==> config.mk <==
export PLATFORM = sky130hd
export DESIGN_NAME = mar_mdr_mem_if
export DESIGN_NICKNAME = d
export VERILOG_FILES = /design/src/rtl/mem_if_pkg.sv /design/src/rtl/mem_wait_ctr.sv /design/src/rtl/mar_mdr_mem_if.sv
export SDC_FILE = /design/constraint.sdc
export NUM_CORES = 1
export LEC_CHECK = 0
export ABC_AREA = 1
export CAP_MARGIN = 30
export CORE_MARGIN = 10
export CORE_UTILIZATION = 40
export CTS_BUF_LIST = sky130_fd_sc_hd__clkbuf_16
export CTS_CLUSTER_DIAMETER = 50
export CTS_CLUSTER_SIZE = 30
export DETAILED_ROUTE_END_ITERATION = 8
export HOLD_SLACK_MARGIN = 0.15
export PLACE_DENSITY = 0.81
export SLEW_MARGIN = 20
export SYNTH_ARGS = -nofsm -noshare
export SYNTH_HDL_FRONTEND = slang
export SYNTH_SLANG_ARGS = --single-unit
==> constraint.sdc <==
create_clock -name Clk -period 1.9 [get_ports Clk]
set_clock_uncertainty 0.2 [all_clocks]
set_input_delay 0.475 -clock Clk [delete_from_list [all_inputs] [get_ports Clk]]
set_output_delay 0.475 -clock Clk [all_outputs]
set_load 0.05 [all_outputs]
==> src/rtl/mem_if_pkg.sv <==
// Shared types and default sizing for the MAR/MDR memory-interface stage.
package mem_if_pkg;
   localparam int DATA_W_DEF         = 16;
   localparam int TIMEOUT_CYCLES_DEF = 8;

   typedef enum logic [1:0] {
      ST_IDLE = 2'd0,
      ST_RD   = 2'd1,
      ST_WR   = 2'd2,
      ST_DONE = 2'd3
   } state_t;
endpackage

==> src/rtl/mem_wait_ctr.sv <==
// Saturating wait counter; term stays high once the count reaches TIMEOUT_CYCLES-1.
module mem_wait_ctr
   import mem_if_pkg::*;
#(
   parameter int TIMEOUT_CYCLES = TIMEOUT_CYCLES_DEF
) (
   input  logic clk,
   input  logic rst,
   input  logic clr,
   input  logic en,
   output logic term
);
   localparam int CW = (TIMEOUT_CYCLES > 1) ? $clog2(TIMEOUT_CYCLES) : 1;
   localparam logic [CW-1:0] LAST = CW'(TIMEOUT_CYCLES - 1);

   logic [CW-1:0] count;

   always_ff @(posedge clk or posedge rst) begin
      if (rst) begin
         count <= '0;
      end else if (clr) begin
         count <= '0;
      end else if (en && (count != LAST)) begin
         count <= count + 1'b1;
      end
   end

   assign term = (count == LAST);
endmodule

==> src/rtl/mar_mdr_mem_if.sv <==
// MAR/MDR owner and single-transaction req/ack sequencer toward external memory.
// Optional MEM_TIMEOUT_EN aborts a stalled transaction with err after TIMEOUT_CYCLES.
//
// state   | meaning
// IDLE    | accept MAR/MDR loads, wait for mem_start
// RD      | mem_rd asserted, waiting for ack (captures mem_rdata)
// WR      | mem_wr asserted, waiting for ack
// DONE    | one-cycle R pulse (err on timeout), back to IDLE
module mar_mdr_mem_if
   import mem_if_pkg::*;
#(
   parameter int DATA_W         = DATA_W_DEF,
   parameter int TIMEOUT_CYCLES = TIMEOUT_CYCLES_DEF
) (
   input  logic              Clk,
   input  logic              Reset,
   input  logic [DATA_W-1:0] bus_in,
   input  logic              LD_MAR,
   input  logic              LD_MDR,
   input  logic              mem_start,
   input  logic              mem_we,
   input  logic [DATA_W-1:0] mem_rdata,
   input  logic              mem_ack,
   output logic [DATA_W-1:0] MAR,
   output logic [DATA_W-1:0] MDR,
   output logic [DATA_W-1:0] mem_addr,
   output logic [DATA_W-1:0] mem_wdata,
   output logic              mem_rd,
   output logic              mem_wr,
   output logic              busy,
   output logic              R,
   output logic              err
);
   state_t state;
   logic   timeout;

`ifdef MEM_TIMEOUT_EN
   logic in_xfer;
   logic wait_term;

   assign in_xfer = (state == ST_RD) || (state == ST_WR);

   mem_wait_ctr #(
      .TIMEOUT_CYCLES (TIMEOUT_CYCLES)
   ) u_wait_ctr (
      .clk  (Clk),
      .rst  (Reset),
      .clr  (!in_xfer),
      .en   (in_xfer),
      .term (wait_term)
   );

   // Ack on the terminal cycle wins, so timeout only fires without it.
   assign timeout = wait_term && !mem_ack;
`else
   wire unused_timeout_cfg = (TIMEOUT_CYCLES > 0);
   assign timeout = 1'b0;
`endif

   // Outputs are registered from the next state, so they behave as Moore decodes.
   always_ff @(posedge Clk or posedge Reset) begin
      if (Reset) begin
         state  <= ST_IDLE;
         MAR    <= '0;
         MDR    <= '0;
         mem_rd <= 1'b0;
         mem_wr <= 1'b0;
         busy   <= 1'b0;
         R      <= 1'b0;
         err    <= 1'b0;
      end else begin
         mem_rd <= 1'b0;
         mem_wr <= 1'b0;
         busy   <= 1'b0;
         R      <= 1'b0;
         err    <= 1'b0;
         case (state)
            ST_IDLE: begin
               if (LD_MAR) MAR <= bus_in;
               if (LD_MDR) MDR <= bus_in;
               if (mem_start) begin
                  busy <= 1'b1;
                  if (mem_we) begin
                     state  <= ST_WR;
                     mem_wr <= 1'b1;
                  end else begin
                     state  <= ST_RD;
                     mem_rd <= 1'b1;
                  end
               end
            end
            ST_RD: begin
               if (mem_ack) begin
                  MDR   <= mem_rdata;
                  state <= ST_DONE;
                  R     <= 1'b1;
               end else if (timeout) begin
                  state <= ST_DONE;
                  R     <= 1'b1;
                  err   <= 1'b1;
               end else begin
                  mem_rd <= 1'b1;
                  busy   <= 1'b1;
               end
            end
            ST_WR: begin
               if (mem_ack) begin
                  state <= ST_DONE;
                  R     <= 1'b1;
               end else if (timeout) begin
                  state <= ST_DONE;
                  R     <= 1'b1;
                  err   <= 1'b1;
               end else begin
                  mem_wr <= 1'b1;
                  busy   <= 1'b1;
               end
            end
            ST_DONE: state <= ST_IDLE;
            default: state <= ST_IDLE;
         endcase
      end
   end

   assign mem_addr  = MAR;
   assign mem_wdata = MDR;
endmodule

Word level (Yosys, flattened, before mapping) --
Index checks and enable logic that the tools add are counted.
Cells by class: eq/ne operators 7, reduce and logical (&&, ||, !) cells 6, multiplexer cells 18
Operators by type and width (number):
- 16-bit two-way mux | 2
- 16-bit one-hot mux with 2 select lines | 1
- 1-bit two-way mux | 8
- 2-bit two-way mux | 3
- 2-bit != test, second input constant | 3
- 1-bit one-hot mux with 2 select lines | 3
- 2-bit one-hot mux with 3 select lines | 1
- 2-bit equality test, second input constant | 2
- 2-bit AND reduction | 2
- 3-bit AND reduction | 1
- 2-bit by 1-bit equality test with 1-bit output, second input constant | 1
- 2-bit zero test | 1
- 2-bit by 1-bit != test with 1-bit output, second input constant | 1
- 2-bit nonzero test | 1
- 2-bit OR reduction | 1
Storage, ports and cells: flip-flop bits (word level) 38, input bits 39, output and inout port bits 69

Longest topological paths before layout --
word-level depth 4, gate-level depth with buffers 9, gate-level depth less buffers 8

Worst setup path after synthesis --
Ideal clock, no wire load.
path kind flip-flop to output port, start point register MAR[0], end point output port mem_addr[0], cell stages (with the launch flop) 2, arrival 0.904 ns, setup slack 0.321 ns, path through dfrtp_1 > buf_4
RTL lines:
- start: declaration | line mar_mdr_mem_if.sv:24 | output logic [DATA_W-1:0] MAR,
- start signal: assignment | line mar_mdr_mem_if.sv:79 | if (LD_MAR) MAR <= bus_in;
- end: declaration | line mar_mdr_mem_if.sv:26 | output logic [DATA_W-1:0] mem_addr,
No word-level cell between the ends.

Worst setup path in the final report --
start point register state[1], end point register MDR[4]
Between the ends: cells in the longest elaborated chain, start to end 3, elaborated cells on any way between the ends 7
RTL lines:
- start: declaration | line mar_mdr_mem_if.sv:34 | state_t state;
- start signal: assignment | line mar_mdr_mem_if.sv:63 | state <= ST_IDLE;
- start signal: assignment | line mar_mdr_mem_if.sv:84 | state <= ST_WR;
- start signal: assignment | line mar_mdr_mem_if.sv:87 | state <= ST_RD;
- 2-bit by 1-bit equality test with 1-bit output / 2-bit zero test (equally long branches) | line mar_mdr_mem_if.sv:77 | case (state)
- 2-bit != test (no source line) / 2-bit nonzero test (equally long branches)
- 3-bit AND reduction (no source line)
- end signal: assignment | line mar_mdr_mem_if.sv:80 | if (LD_MDR) MDR <= bus_in;
- end signal: assignment | line mar_mdr_mem_if.sv:94 | MDR <= mem_rdata;
- end: declaration | line mar_mdr_mem_if.sv:25 | output logic [DATA_W-1:0] MDR,
Parallel ways exist; a longest one is shown, timed or not. A chain may end at the register's enable or synchronous reset.

==> results.yml <==
sta:
  setup_ws_ps: 161.5
  period_needed_ps: 1739
  fmax_mhz: 575.2
  tns_ps: 0
  rsz0062_at_grt: "false"
  period_share_pct: 91.50
  final_max_slew_viol_count: 0
  setup_viol: 0
  hold_violations: 0
drt:
  remaining_drc_errors: 0
  via_per_inst: 4.879
  wl_met2_um: 3462
  drt_iter0_drc: 88
  wl_met3_um: 767
  firstDrtPassIters: 4
  wirelength_um: 7080
  vias: 2020
  highest_layer: "met4"
  wl_met1_um: 2696
  post_drt_wl_per_cell_um: 17.10
  drtAntennaViolNets: 0
cts:
  clk_latency_ps: 270
  clockBufferDepth: 2
  numCtsBuffers: 5
  cts_tree: "built"
  root_buffer: "clkbuf_16"
  cts-hold-fix-buffers: 0
  clock_sinks: 38
  htreeDepth: 2
  clk_pin_slew_worst_paths_ps: 50
synth:
  ys_ff_latch: 38
  synth_cell_types: 15
  synth_seq_area_share_pct: 45.32
  syn_area_um2: 2098
  yosysWarnings: 0
  synth_area_leaders: "dfrtp_1 45%, nand2_1 23%, buf_4 13%"
  postSynthAreaPerCell_um2: 7.800
  yosysTopAreaCellShare_pct: 45.32
  synth_area_leader_cell: "dfrtp_1"
  synthCells: 269
  synth_nets: 313
critical_path:
  regToRegStartpoint: "state[1]"
  critical_path.max_stage_delay_ps: 370
  cp_max_fo: 12
  critPathKind: "register to register"
  cp.buffers_inverters: 2
  cp.depth: 7
  crit-reg2reg-capture: "MDR[4]"
  slowest_stage: "dfrtp_1"
  crit_path_end: "MDR[4]"
  rr_worst_depth: 7
  endpoint_kind: "register"
  cp.arrival_ps: 1750
  cp.required_ps: 1910
  r2r_slack_ps: 160
  path_cells: "inv_1, ha_2, nand2_1, nand2_4, buf_4, nand3_1, nand2_1"
  crit_top_cell: "nand2_1"
  start_kind: "register"
  cp_top_family: "simple AND/OR/NAND/NOR gates"
  crit_start: "state[1]"
die:
  coreArea_um2: 5107
  start_util_pct: 41.08
  die_h_um: 92.43
  num_rows: 26
  die_area_um2: 8542
  pin_count: 108
  die_w_um: 92.43
placed_design:
  placed_cells: 407
  io_buffers: 106
  dp_hpwl_um: 5862
  gp_congestion: 0.9083
  place_ws_ps: -3.285
grt:
  grtUsageTotal_pct: 16.80
  antenna_found_initial: 0
  grt_pass1_vias: 2134
  grt_max_degree: 39
  overflow: 0
  grt_pass1_wl_um: 11450
final_layout:
  drive_above_1_share_pct: 25.00
  n_antenna_cell: 0
  fillers: 348
  fin_nets: 388
  syn2layout_area_growth_pct: 80.74
  stdcell_count: 414
hold_path:
  min-delay-path-class: "input pin to async pin"
outcome:
  outcome: "finished clean"
flow_run:
  cap_violations: 0
==> Yosys cell counts <==
master and number:
conb_1 1, nand3_1 33, inv_1 8, clkbuf_1 1, inv_2 2, buf_2 3, nor2_1 1, nand2_4 3
dfrtp_1 38, buf_6 3, o21ai_0 5, nand2_1 128, a21oi_1 1, buf_4 37, ha_1 5
==> final cells by class <==
cell class | count | area (um^2) | share of cell area [%]
repair buffers | 112 | 1799 | 47.44
flip-flops and latches | 38 | 950.9 | 25.07
multi-input cells | 177 | 784.5 | 20.69
clock buffers | 5 | 125.1 | 3.299
well taps | 70 | 87.58 | 2.309
inverters | 10 | 37.54 | 0.9898
clock inverters | 2 | 7.507 | 0.1980
==> worst min-delay path by stage <==
stage | start | end | slack [ps]
6_report | Reset | MAR[10] | 360
5_1_grt | state[0] | state[0] | 420
4_1_cts | Reset | MAR[10] | 370
3_5_place_dp | state[0] | state[0] | 360
3_3_place_gp | state[0] | state[0] | 350
2_1_floorplan | state[1] | state[1] | 300
==> worst register-to-register path, delay by kind of cell, from the launching register on <==
kind	cells	cell delay, ps
buffers and inverters	2	280
DFF	1	370
and+or+nand+nor	4	460
adders and majority gates	1	360
==> sequential cells by signal, indices dropped and copies added (netlist names) <==
signal and cells:
MAR 16, MDR 16, state 2, R 1, busy 1, mem_rd 1, mem_wr 1
==> cell usage in the layout, fill, tap and decap left out, types with 4 or more instances in the layout <==
| cell type | count |
|---|---|
| buf_4 | 5 |
| dfrtp_1 | 38 |
| clkbuf_16 | 5 |
| buf_12 | 69 |
| nand2_1 | 127 |
| o21ai_0 | 5 |
| clkdlybuf4s50_1 | 38 |
| nand3_1 | 33 |
| inv_1 | 10 |
| ha_1 | 4 |
==> kinds of logic after synthesis <==
| logic type | count (synthesis) | share of synthesized area [%] |
|---|---|---|
| and+or+nand+nor | 165 | 32.56 |
| DFF | 38 | 45.32 |
| AOI/OAI and AO/OA | 6 | 1.431 |
| other | 1 | 0.1787 |
| buffers and inverters | 54 | 17.53 |
| adders and majority gates | 5 | 2.982 |
==> repair_timing <==
item / 4_1_cts / 5_1_grt
endpoints found under the hold margin: 0 / 0
setup buffers: 0 / 0
gates cloned: 0 / 0
endpoints found under the setup margin: 4 / 13
resized for setup: 1 / 1
==> per-layer routing <==
metal	track usage (%)	up-vias
met5	0	-
met4	5.270	0
met3	6.457	12
met2	28.94	103
met1	18.69	956
li1	-	949
==> metrics by stage <==
step	hold slack, ps	utilization [%]	cell area (um^2)
floorplan	298.8	-	2098
global placement	350.4	71.56	3655
detailed placement	362.5	71.56	3655
CTS	368.1	74.20	3790
global route	419.4	74.25	3792
finish	355.1	74.25	3792
Power is left out: the tool's default activity adds up to more than one toggle a clock period on the data nets, which glitch-free logic cannot reach.
